File: src/rtl/led_pkg.sv
// ---------------------------------------------------------------------------
// led_pkg
// Shared types and helpers for the LED sequencer.
//   mode_e   : step pattern selector (chase, bounce, blink, binary)
//   state_e  : sequencer control states
//   NUM_LEDS : number of PMOD LEDs driven by the pattern engine
//   gamma    : square-law brightness curve, used when LED_GAMMA_EN is defined
//   onehot   : position to one-hot LED vector
// ---------------------------------------------------------------------------
package led_pkg;

    localparam int NUM_LEDS = 5;

    typedef enum logic [1:0] {
        MODE_CHASE  = 2'd0,
        MODE_BOUNCE = 2'd1,
        MODE_BLINK  = 2'd2,
        MODE_BINARY = 2'd3
    } mode_e;

    typedef enum logic [1:0] {
        ST_IDLE     = 2'd0,
        ST_RUN      = 2'd1,
        ST_STOPPING = 2'd2
    } state_e;

    // Square-law duty mapping: (d*d) >> bits. Valid for bits <= 16.
    function automatic logic [31:0] gamma(input logic [31:0] d, input int unsigned bits);
        return (d * d) >> bits;
    endfunction

    // LED(pos+1) lit, all others dark.
    function automatic logic [NUM_LEDS-1:0] onehot(input logic [2:0] pos);
        return {{(NUM_LEDS-1){1'b0}}, 1'b1} << pos;
    endfunction

endpackage

File: src/rtl/led_pwm.sv
// ---------------------------------------------------------------------------
// led_pwm
// One PWM channel driving an active-low LED. The duty input is captured into
// a shadow register when the shared counter is zero, so a duty change made
// mid-period only takes effect from the next period.
// Optional build macro: LED_GAMMA_EN applies a square-law curve to the duty.
// Ports:
//   clk      : system clock
//   rst_n    : asynchronous reset, active-low
//   pwm_cnt  : shared free-running PWM counter
//   duty     : requested brightness
//   led_n    : registered active-low LED drive (1 = dark)
// ---------------------------------------------------------------------------
module led_pwm
    import led_pkg::*;
#(
    parameter int PWM_BITS = 8
) (
    input  logic                clk,
    input  logic                rst_n,
    input  logic [PWM_BITS-1:0] pwm_cnt,
    input  logic [PWM_BITS-1:0] duty,
    output logic                led_n
);

    localparam logic [PWM_BITS-1:0] CNT_ZERO = {PWM_BITS{1'b0}};

    logic [PWM_BITS-1:0] shadow_r;
    logic [PWM_BITS-1:0] duty_eff_s;
    logic [PWM_BITS-1:0] thresh_s;
    logic                led_n_r;

    // Map the requested duty and pick the compare threshold for this cycle.
    always_comb begin
`ifdef LED_GAMMA_EN
        duty_eff_s = PWM_BITS'(gamma(32'(duty), PWM_BITS));
`else
        duty_eff_s = duty;
`endif
        // At the period start the freshly sampled duty already governs the
        // compare, so each period is on for exactly shadow_duty cycles.
        if (pwm_cnt == CNT_ZERO) begin
            thresh_s = duty_eff_s;
        end else begin
            thresh_s = shadow_r;
        end
    end

    // Duty shadow capture and registered LED drive.
    always_ff @(posedge clk or negedge rst_n) begin
        if (!rst_n) begin
            shadow_r <= CNT_ZERO;
            led_n_r  <= 1'b1;
        end else begin
            if (pwm_cnt == CNT_ZERO) begin
                shadow_r <= duty_eff_s;
            end
            led_n_r <= ~(pwm_cnt < thresh_s);
        end
    end

    assign led_n = led_n_r;

endmodule

File: src/rtl/led_sequencer.sv
// ---------------------------------------------------------------------------
// led_sequencer
// Step-pattern animation on PMOD LED1..LED5 plus PWM brightness on the
// on-board red/green LEDs of an iCEBreaker.
// Optional build macro: LED_GAMMA_EN (square-law PWM duty curve).
// Ports:
//   CLK, RST_N          : clock, asynchronous active-low reset
//   start, stop         : single-cycle run control pulses
//   mode                : pattern select, latched at start
//   red_duty/green_duty : on-board LED brightness
//   busy                : high while not idle
//   step_done           : one-cycle pulse per pattern step
//   LEDR_N, LEDG_N      : on-board LEDs, active-low
//   LED1..LED5          : PMOD LEDs, active-high
// ---------------------------------------------------------------------------
module led_sequencer
    import led_pkg::*;
#(
    parameter int CLK_HZ   = 12000000,
    parameter int STEP_HZ  = 4,
    parameter int PWM_BITS = 8
) (
    input  logic                CLK,
    input  logic                RST_N,
    input  logic                start,
    input  logic                stop,
    input  logic [1:0]          mode,
    input  logic [PWM_BITS-1:0] red_duty,
    input  logic [PWM_BITS-1:0] green_duty,
    output logic                busy,
    output logic                step_done,
    output logic                LEDR_N,
    output logic                LEDG_N,
    output logic                LED1,
    output logic                LED2,
    output logic                LED3,
    output logic                LED4,
    output logic                LED5
);

    localparam int DIV     = CLK_HZ / STEP_HZ;
    localparam int PRESC_W = $clog2(DIV);

    localparam logic [PRESC_W-1:0]  PRESC_ZERO = {PRESC_W{1'b0}};
    localparam logic [PRESC_W-1:0]  PRESC_ONE  = {{(PRESC_W-1){1'b0}}, 1'b1};
    localparam logic [PRESC_W-1:0]  PRESC_LAST = PRESC_W'(DIV - 1);
    localparam logic [NUM_LEDS-1:0] LEDS_OFF   = {NUM_LEDS{1'b0}};
    localparam logic [NUM_LEDS-1:0] BIN_ONE    = {{(NUM_LEDS-1){1'b0}}, 1'b1};
    localparam logic [PWM_BITS-1:0] PWM_ZERO   = {PWM_BITS{1'b0}};
    localparam logic [PWM_BITS-1:0] PWM_ONE    = {{(PWM_BITS-1){1'b0}}, 1'b1};

    state_e              state_r,  state_s;
    mode_e               mode_r,   mode_s;
    logic [PRESC_W-1:0]  presc_r,  presc_s;
    logic [2:0]          pos_r,    pos_s;
    logic                dir_r,    dir_s;     // 0 = towards LED5, 1 = towards LED1
    logic                phase_r,  phase_s;
    logic [NUM_LEDS-1:0] bin_r,    bin_s;
    logic [NUM_LEDS-1:0] leds_r,   leds_s;
    logic                step_done_r, step_done_s;
    logic                busy_r;
    logic [PWM_BITS-1:0] pwm_cnt_r;
    logic                tick_s;

    // LED vector for a given pattern state.
    function automatic logic [NUM_LEDS-1:0] render(input mode_e m, input logic [2:0] p,
                                                   input logic ph, input logic [NUM_LEDS-1:0] b);
        logic [NUM_LEDS-1:0] v;
        case (m)
            MODE_CHASE:  v = onehot(p);
            MODE_BOUNCE: v = onehot(p);
            MODE_BLINK:  v = {NUM_LEDS{ph}};
            MODE_BINARY: v = b;
            default:     v = LEDS_OFF;
        endcase
        return v;
    endfunction

    assign tick_s = (presc_r == PRESC_LAST);

    // Next-state, pattern advance and prescaler logic.
    always_comb begin
        state_s     = state_r;
        mode_s      = mode_r;
        pos_s       = pos_r;
        dir_s       = dir_r;
        phase_s     = phase_r;
        bin_s       = bin_r;
        leds_s      = leds_r;
        step_done_s = 1'b0;
        if (tick_s) begin
            presc_s = PRESC_ZERO;
        end else begin
            presc_s = presc_r + PRESC_ONE;
        end

        case (state_r)
            ST_IDLE: begin
                // stop takes priority over a simultaneous start
                if (start && !stop) begin
                    mode_s  = mode_e'(mode);
                    presc_s = PRESC_ZERO;
                    pos_s   = 3'd0;
                    dir_s   = 1'b0;
                    phase_s = 1'b1;
                    bin_s   = LEDS_OFF;
                    leds_s  = render(mode_e'(mode), 3'd0, 1'b1, LEDS_OFF);
                    state_s = ST_RUN;
                end else begin
                    state_s = ST_IDLE;
                end
            end
            ST_RUN: begin
                if (tick_s) begin
                    step_done_s = 1'b1;
                    case (mode_r)
                        MODE_CHASE: begin
                            if (pos_r == 3'd4) begin
                                pos_s = 3'd0;
                            end else begin
                                pos_s = pos_r + 3'd1;
                            end
                        end
                        MODE_BOUNCE: begin
                            // turn around at the ends without repeating them
                            if (!dir_r) begin
                                if (pos_r == 3'd4) begin
                                    dir_s = 1'b1;
                                    pos_s = 3'd3;
                                end else begin
                                    pos_s = pos_r + 3'd1;
                                end
                            end else begin
                                if (pos_r == 3'd0) begin
                                    dir_s = 1'b0;
                                    pos_s = 3'd1;
                                end else begin
                                    pos_s = pos_r - 3'd1;
                                end
                            end
                        end
                        MODE_BLINK:  phase_s = ~phase_r;
                        MODE_BINARY: bin_s   = bin_r + BIN_ONE;
                        default:     pos_s   = pos_r;
                    endcase
                    leds_s = render(mode_r, pos_s, phase_s, bin_s);
                end else begin
                    leds_s = leds_r;
                end
                if (stop) begin
                    state_s = ST_STOPPING;
                end else begin
                    state_s = ST_RUN;
                end
            end
            ST_STOPPING: begin
                if (tick_s) begin
                    leds_s  = LEDS_OFF;
                    state_s = ST_IDLE;
                end else begin
                    state_s = ST_STOPPING;
                end
            end
            default: begin
                leds_s  = LEDS_OFF;
                state_s = ST_IDLE;
            end
        endcase
    end

    // Sequencer state and registered pattern outputs.
    always_ff @(posedge CLK or negedge RST_N) begin
        if (!RST_N) begin
            state_r     <= ST_IDLE;
            mode_r      <= MODE_CHASE;
            presc_r     <= PRESC_ZERO;
            pos_r       <= 3'd0;
            dir_r       <= 1'b0;
            phase_r     <= 1'b0;
            bin_r       <= LEDS_OFF;
            leds_r      <= LEDS_OFF;
            step_done_r <= 1'b0;
            busy_r      <= 1'b0;
        end else begin
            state_r     <= state_s;
            mode_r      <= mode_s;
            presc_r     <= presc_s;
            pos_r       <= pos_s;
            dir_r       <= dir_s;
            phase_r     <= phase_s;
            bin_r       <= bin_s;
            leds_r      <= leds_s;
            step_done_r <= step_done_s;
            busy_r      <= (state_s != ST_IDLE);
        end
    end

    // Free-running PWM counter shared by both channels.
    always_ff @(posedge CLK or negedge RST_N) begin
        if (!RST_N) begin
            pwm_cnt_r <= PWM_ZERO;
        end else begin
            pwm_cnt_r <= pwm_cnt_r + PWM_ONE;
        end
    end

    led_pwm #(.PWM_BITS(PWM_BITS)) u_pwm_red (
        .clk     (CLK),
        .rst_n   (RST_N),
        .pwm_cnt (pwm_cnt_r),
        .duty    (red_duty),
        .led_n   (LEDR_N)
    );

    led_pwm #(.PWM_BITS(PWM_BITS)) u_pwm_green (
        .clk     (CLK),
        .rst_n   (RST_N),
        .pwm_cnt (pwm_cnt_r),
        .duty    (green_duty),
        .led_n   (LEDG_N)
    );

    assign busy      = busy_r;
    assign step_done = step_done_r;
    assign LED1      = leds_r[0];
    assign LED2      = leds_r[1];
    assign LED3      = leds_r[2];
    assign LED4      = leds_r[3];
    assign LED5      = leds_r[4];

endmodule

File: config.mk
export PLATFORM = sky130hd
export DESIGN_NAME = led_sequencer
export DESIGN_NICKNAME = d
export VERILOG_FILES = /design/src/rtl/led_pkg.sv /design/src/rtl/led_pwm.sv /design/src/rtl/led_sequencer.sv
export SDC_FILE = /design/constraint.sdc
export NUM_CORES = 1
export LEC_CHECK = 0
export BUFFER_PORTS_ARGS = -buffer_cell sky130_fd_sc_hd__buf_2
export CORE_ASPECT_RATIO = 0.75
export CORE_MARGIN = 4
export CORE_UTILIZATION = 43
export DETAILED_ROUTE_END_ITERATION = 7
export GPL_TIMING_DRIVEN = 1
export PLACE_DENSITY = 0.59
export SKIP_LAST_GASP = 1
export SYNTH_ARGS = -nofsm -noshare
export SYNTH_HDL_FRONTEND = slang
export SYNTH_SLANG_ARGS = --single-unit
export TNS_END_PERCENT = 30
File: constraint.sdc
create_clock -name CLK -period 3.1 [get_ports CLK]
set_input_delay 0.62 -clock CLK [delete_from_list [all_inputs] [get_ports CLK]]
set_output_delay 0.62 -clock CLK [all_outputs]
set_load 0.05 [all_outputs]
# After elaboration in Yosys (flattened, before gate mapping)
# Cells that the tools add are included.
[classes]
addsub = 5
n_lt_le_gt_ge = 2
eq_ne = 14
n_shift = 1
mux = 42
n_bitwise = 3
n_reduce_logical = 15
[op_table]
columns = ["operator", "count"]
rows = [
  ["$mux W22", 3],
  ["$pmux W5 S3", 3],
  ["$mux W5", 6],
  ["$mux W3", 8],
  ["$add A22 B1 Y22 const B", 1],
  ["$eq A22 B22 Y1 const B", 1],
  ["$lt A8 B8 Y1", 2],
  ["$mux W8", 2],
  ["$mux W1", 12],
  ["$pmux W3 S2", 2],
  ["$eq A2 B2 Y1 const B", 5],
  ["$pmux W5 S2", 1],
  ["$add A8 B1 Y8 const B", 1],
  ["$logic_not A8 Y1", 1],
  ["$eq A2 B1 Y1 const B", 3],
  ["$logic_not A2 Y1", 3],
  ["$ne A2 B2 Y1 const B", 3],
  ["$pmux W2 S3", 1],
  ["$reduce_and A3 Y1", 2],
  ["$add A5 B1 Y5 const B", 1],
  ["$shl A1 B3 Y5 const A", 1],
  ["$mux W2", 2],
  ["$pmux W1 S2", 2],
  ["$reduce_and A4 Y1", 1],
  ["other kinds (11)", 15],
]
[word_totals]
regBits = 69
inputBits = 22
output_inout_bits = 9
elab_cells = 97

# Depth between registers and ports, before layout
[depth]
ltp_word = 10
mapped_depth = 11
mapped_depth_nobuf = 11

# Modules after synthesis
# A second synthesis with hierarchy kept.
[unflattened]
cells_unflattened = 380
area_unflattened_um2 = 3943.8
[modules_own_cells]
columns = ["module", "n_inst", "cells_each", "area_per_inst_um2", "seq_area_each_um2"]
rows = [
  ["led_sequencer", 1, 286, 2817.7, 1276.2],
  ["led_pwm", 2, 47, 563.0, 226.5],
]

# Worst setup path after synthesis
# Ideal clock, no wire load.
[synth_path]
path_type = "reg2reg"
from = "register pwm_cnt_r[0]"
to = "register u_pwm_green.led_n_r (netlist: u_pwm_green.led_n)"
setup_ns = 0.078
arrival_time_ns = 2.489
required_ns = 3.022
setup_slack_ns = 0.532
path_stages_with_launch = 12
n_path_buf = 1
path_cell_list = "dfrtp_1 -> inv_1 -> ha_1 -> nor4b_1 -> nand2_1 -> buf_2 -> mux2i_1 -> ha_1 -> a21o_1 -> a21oi_1 -> o21ai_0 -> a31o_2"
[synth_via]
elab_chain_len = 4
[synth_lines]
columns = ["item", "line_no", "text"]
rows = [
  ["start: declaration", "led_sequencer.sv:62", "logic [PWM_BITS-1:0] pwm_cnt_r;"],
  ["start signal: assignment", "led_sequencer.sv:203", "pwm_cnt_r <= pwm_cnt_r + PWM_ONE;"],
  ["$logic_not A8 Y1", "led_pwm.sv:42", "if (pwm_cnt == CNT_ZERO) begin"],
  ["$mux W8", "led_pwm.sv:42", ""],
  ["$lt A8 B8 Y1 *", "led_pwm.sv:58", "led_n_r <= ~(pwm_cnt < thresh_s);"],
  ["$not A1 Y1 *", "led_pwm.sv:58", ""],
  ["end signal: assignment", "led_pwm.sv:58", ""],
  ["end: declaration", "led_pwm.sv:31", "logic led_n_r;"],
]
# Mark *: on every way between the ends. The rest lies on a longest branch, timed or not.
# A chain may end at the register's enable or synchronous reset.

# Worst setup path in the final report
# Ends and elaborated chain as after synthesis.

==> out/summary.md <==
VDD sags by at most 0.374 mV. Once the clock tree was built, the setup fixing pass inserted 0 buffers. The adder-cell share of the synthesized area is 0.0749. The starting density of the core was 0.449; the total die area was 10,500 um^2.

The power density over the cells came out at 631 nW/um^2. In the layout the commonest cells are sky130_fd_sc_hd__dfrtp_1 (67), sky130_fd_sc_hd__inv_1 (32), sky130_fd_sc_hd__nor2_1 (31), sky130_fd_sc_hd__buf_2 (30). The number of hold violations in the final report was 0; the half-perimeter wire length after placement was 5810 um.

Fraction of the cycle the final worst path needs: 0.843. The number of nets with antenna violations after routing was 0; the number of remaining DRC errors was 0. The clock period could shrink to 2.61 ns.

For the number of synthesis warnings, the log shows 0. The distinct cell type count of the synthesized netlist is 60, and the worst slack at placement is 0.469 ns. The share of the synthesized area in compound gates (AO/OA/AOI/OAI) was 0.138; the synthesized netlist cell count was 387. The clock net in this run drives a total of 69 sinks. 31 I/O pins were placed.

The library cell used most frequently in the layout, excluding fill and tap cells, is sky130_fd_sc_hd__dfrtp_1. Each instance of the synthesized netlist takes up on average 9.93 um^2. The flow ran to the end, and the final reports show no timing, DRC or antenna violations.

The worst clock skew on the final layout was 0.00761 ns. In this run, CTS created clock tree buffers numbering 9. The post-synthesis async set-or-reset flop share is 1.00, and the final design instance area without fill is 4390 um^2. The H-tree was split into 3 levels. The number of global-route vias before repair was 2,624; the count of maximum capacitance violations was 0. The global-route usage over all layers is 0.160. Compared with the post-synthesis result, the final layout area differs by 14.2%. The maximum fanout count along the critical path was 14. The portion of total power attributed to sequential cells was 0.408; the final net count was 468. Clock-pin slew was measured on the worst setup and hold paths at 0.06 ns. The cell sitting at the root of the clock tree is a sky130_fd_sc_hd__clkbuf_16. The placed instance area was 4110 um^2. Summed over all failing endpoints, the final setup total negative slack is 0 ns. Once routing completed, OpenROAD measured the worst setup slack at 0.488 ns.

The relative contribution of the clock network to total power is 0.351, and the tightest slew margin relative to the limit is 0.585. The height of the die was 89.9 um. The largest family of logic cells by synthesized area was simple AND/OR/NAND/NOR gates. In this run the cell area of the synthesized design comes to 3840 um^2. The average detailed-routed wire length per instance came out at 14.8 um. The die is 117 um wide. After synthesis the netlist holds a flip-flop and latch count of 69. For the aggregate routed wire length, the log shows 7910 um.

The total chip power was 2.77 mW; the ratio of cells with drive above 1 in the final layout was 0.154. The tools report the internal cell power as 1.86 mW. The worst hold path belongs to the class input port to asynchronous set/reset pin.

The relative contribution of combinational cells to total power is 0.241. Setup repair after global routing left no endpoint under its margin. Across all layers, the routed design uses 2,836 vias. For this design the total switching power over the nets is 0.909 mW. Setup violations remaining at the end of the flow were counted as 0.

Gates resized during post-CTS repair numbered 0. Entering global routing, the biggest net connects 38 pins. The first TritonRoute pass finished after 4 iterations. Initial antenna violation count: 0.

TritonCTS built the clock tree. The logs give 0.450 for the fraction of the yosys area taken by sequential cells and 13,200 um for the global-route wire length before repair. The xor-xnor portion of the synthesized cell area works out to 0.0615.

Data on the critical path is required at its endpoint by 3.36 ns. The number of enable flip-flop cells after synthesis works out to 0. The clock passes through at most 2 buffers.

Aggregate global routing overflow: 0. For the standby leakage power, the log shows 2.10 nW. Core footprint: 8560 um^2. The area fraction in and, or, nand and nor cells after synthesis is 0.177.

Clock latency on the worst-skew pair, taken at its later pin, is 0.33 ns. Data arrives at the worst endpoint at 2.87 ns. The critical path in this run is classified as flop to flop. The count of buffers added on input and output ports is 30.

The actual slew at the worst max-slew pin was 0.619 ns. The tools report the element type at the critical path start as a flop. Across all hold checks on the routed design, the worst slack comes to 0.138 ns.

The net switching fraction of the power works out to 0.328. For this run, the leading register cell type out of synthesis is sky130_fd_sc_hd__dfrtp_1. For the count of pins over their slew limit, the log shows 0.

The via-per-instance ratio came out at 5.29. The logs give 0 for the number of buffers added to fix hold violations after cts and 432 for the synthesized netlist net count. The floorplan has 29 rows. The congestion estimate from routability-driven global placement came to 0.808.

The number of antenna diodes is 0, and the fill cell total of the finished layout is 788. Based on the critical path, the design can be clocked at up to 383 MHz. The initial DRC count is 139, and the fraction of synthesized area in multiplexers is 0.0492. The worst setup path is captured at a flop.
[layout make-up]
| type | count | area, um^2 | area share |
|---|---|---|---|
| Timing Repair Buffer | 36 | 195 | 0.0445 |
| Sequential cell | 69 | 1730 | 0.394 |
| Clock buffer | 13 | 240 | 0.0547 |
| Clock inverter | 3 | 40.0 | 0.00912 |
| Multi-Input combinational cell | 274 | 1930 | 0.439 |
| Inverter | 33 | 124 | 0.0282 |
| Tap cell | 108 | 135 | 0.0308 |
[sequential cells by signal, indices dropped and copies added (netlist names)]
signal,count
u_pwm_green.led_n,1
u_pwm_red.shadow_r,8
busy,1
leds_r,5
dir_r,1
pos_r,3
u_pwm_green.shadow_r,8
phase_r,1
mode_r,2
presc_r,22
bin_r,5
u_pwm_red.led_n,1
step_done,1
pwm_cnt_r,8
state_r,2
[cells in the mapped netlist (2+ instances only)]
| library cell | number | area [um^2] |
|---|---|---|
| sky130_fd_sc_hd__nand3_1 | 24 | 120 |
| sky130_fd_sc_hd__o21ai_0 | 20 | 100 |
| sky130_fd_sc_hd__and4_1 | 3 | 26.3 |
| sky130_fd_sc_hd__a211oi_1 | 5 | 37.5 |
| sky130_fd_sc_hd__mux2_2 | 3 | 33.8 |
| sky130_fd_sc_hd__o21bai_1 | 2 | 15.0 |
| sky130_fd_sc_hd__nor2b_1 | 5 | 31.3 |
| sky130_fd_sc_hd__a31o_2 | 3 | 26.3 |
| sky130_fd_sc_hd__clkbuf_1 | 3 | 11.3 |
| sky130_fd_sc_hd__a21o_1 | 5 | 37.5 |
| sky130_fd_sc_hd__ha_1 | 23 | 288 |
| sky130_fd_sc_hd__a31oi_1 | 5 | 31.3 |
| sky130_fd_sc_hd__dfstp_2 | 2 | 52.6 |
| sky130_fd_sc_hd__nor3_1 | 7 | 35.0 |
| sky130_fd_sc_hd__nor2_1 | 31 | 116 |
| sky130_fd_sc_hd__or3_1 | 5 | 31.3 |
| sky130_fd_sc_hd__xor2_1 | 12 | 105 |
| sky130_fd_sc_hd__o221ai_1 | 3 | 26.3 |
| sky130_fd_sc_hd__and3_1 | 3 | 18.8 |
| sky130_fd_sc_hd__o31ai_1 | 2 | 15.0 |
| sky130_fd_sc_hd__and2_1 | 2 | 12.5 |
| sky130_fd_sc_hd__mux2i_1 | 14 | 140 |
| sky130_fd_sc_hd__buf_6 | 2 | 22.5 |
| sky130_fd_sc_hd__o32ai_1 | 2 | 17.5 |
| sky130_fd_sc_hd__inv_1 | 32 | 120 |
| sky130_fd_sc_hd__nand4bb_1 | 2 | 22.5 |
| sky130_fd_sc_hd__xnor2_1 | 15 | 131 |
| sky130_fd_sc_hd__nor4b_1 | 2 | 17.5 |
| sky130_fd_sc_hd__or2_2 | 3 | 18.8 |
| sky130_fd_sc_hd__dfrtp_1 | 67 | 1680 |
| sky130_fd_sc_hd__buf_2 | 6 | 30.0 |
| sky130_fd_sc_hd__nand2_1 | 24 | 90.1 |
| sky130_fd_sc_hd__nand4_1 | 5 | 31.3 |
| sky130_fd_sc_hd__nand3b_1 | 3 | 22.5 |
| sky130_fd_sc_hd__a21oi_1 | 17 | 85.1 |
[critical path, stage by stage (launching register included)]
cell	delay, ns
sky130_fd_sc_hd__dfrtp_1	0.44
sky130_fd_sc_hd__inv_1	0.10
sky130_fd_sc_hd__ha_1	0.16
sky130_fd_sc_hd__nor4b_1	0.40
sky130_fd_sc_hd__nand2_1	0.10
sky130_fd_sc_hd__buf_4	0.23
sky130_fd_sc_hd__mux2i_1	0.22
sky130_fd_sc_hd__ha_1	0.28
sky130_fd_sc_hd__a21o_1	0.18
sky130_fd_sc_hd__a21oi_1	0.12
sky130_fd_sc_hd__o21ai_0	0.08
sky130_fd_sc_hd__a31o_2	0.22
[through the flow]
stage | cells | utilization
2_1_floorplan | 387 | -
3_3_place_gp | 520 | 0.480
3_5_place_dp | 520 | 0.480
4_1_cts | 536 | 0.513
5_1_grt | 536 | 0.513
6_report | 536 | 0.513
[cell families after synthesis]
| group | count (synthesis) |
|---|---|
| simple gates | 128 |
| flops | 69 |
| mux | 18 |
| compound gates | 78 |
| buf+inv | 44 |
| xor+xnor | 27 |
| fa+ha+maj | 23 |
[power groups by stage]
stage / Combinational [mW] / Sequential, mW / Clock, mW
3_3_place_gp: 0.663 / 1.14 / 0
6_report: 0.666 / 1.13 / 0.972
2_1_floorplan: 0.414 / 1.21 / 0
5_1_grt: 0.738 / 1.15 / 1.05
3_5_place_dp: 0.669 / 1.14 / 0
4_1_cts: 0.671 / 1.13 / 1.01
[path summary, 6_finish.rpt]
path | startpoint | to | slack (ns) | cells past startpoint
min in group CLK | presc_r[0] | presc_r[0] | 0.45 | 1
hold / removal | RST_N | presc_r[15] | 0.14 | 1
setup / recovery | pwm_cnt_r[0] | u_pwm_green.led_n | 0.49 | 11
hold reg to reg | presc_r[0] | presc_r[0] | 0.45 | 1
setup reg to reg | pwm_cnt_r[0] | u_pwm_green.led_n | 0.49 | 11
max in group asynchronous | RST_N | u_pwm_green.led_n | 2.23 | 2
[per-layer routing]
metal | global-route usage | up-vias | part of all wire
met5 | 0 | - | 0
met4 | 0.0516 | 0 | 0.014
met3 | 0.0510 | 10 | 0.062
met2 | 0.202 | 63 | 0.38
met1 | 0.253 | 1314 | 0.54
li1 | - | 1449 | -
Power figures use the tool's default switching activity.
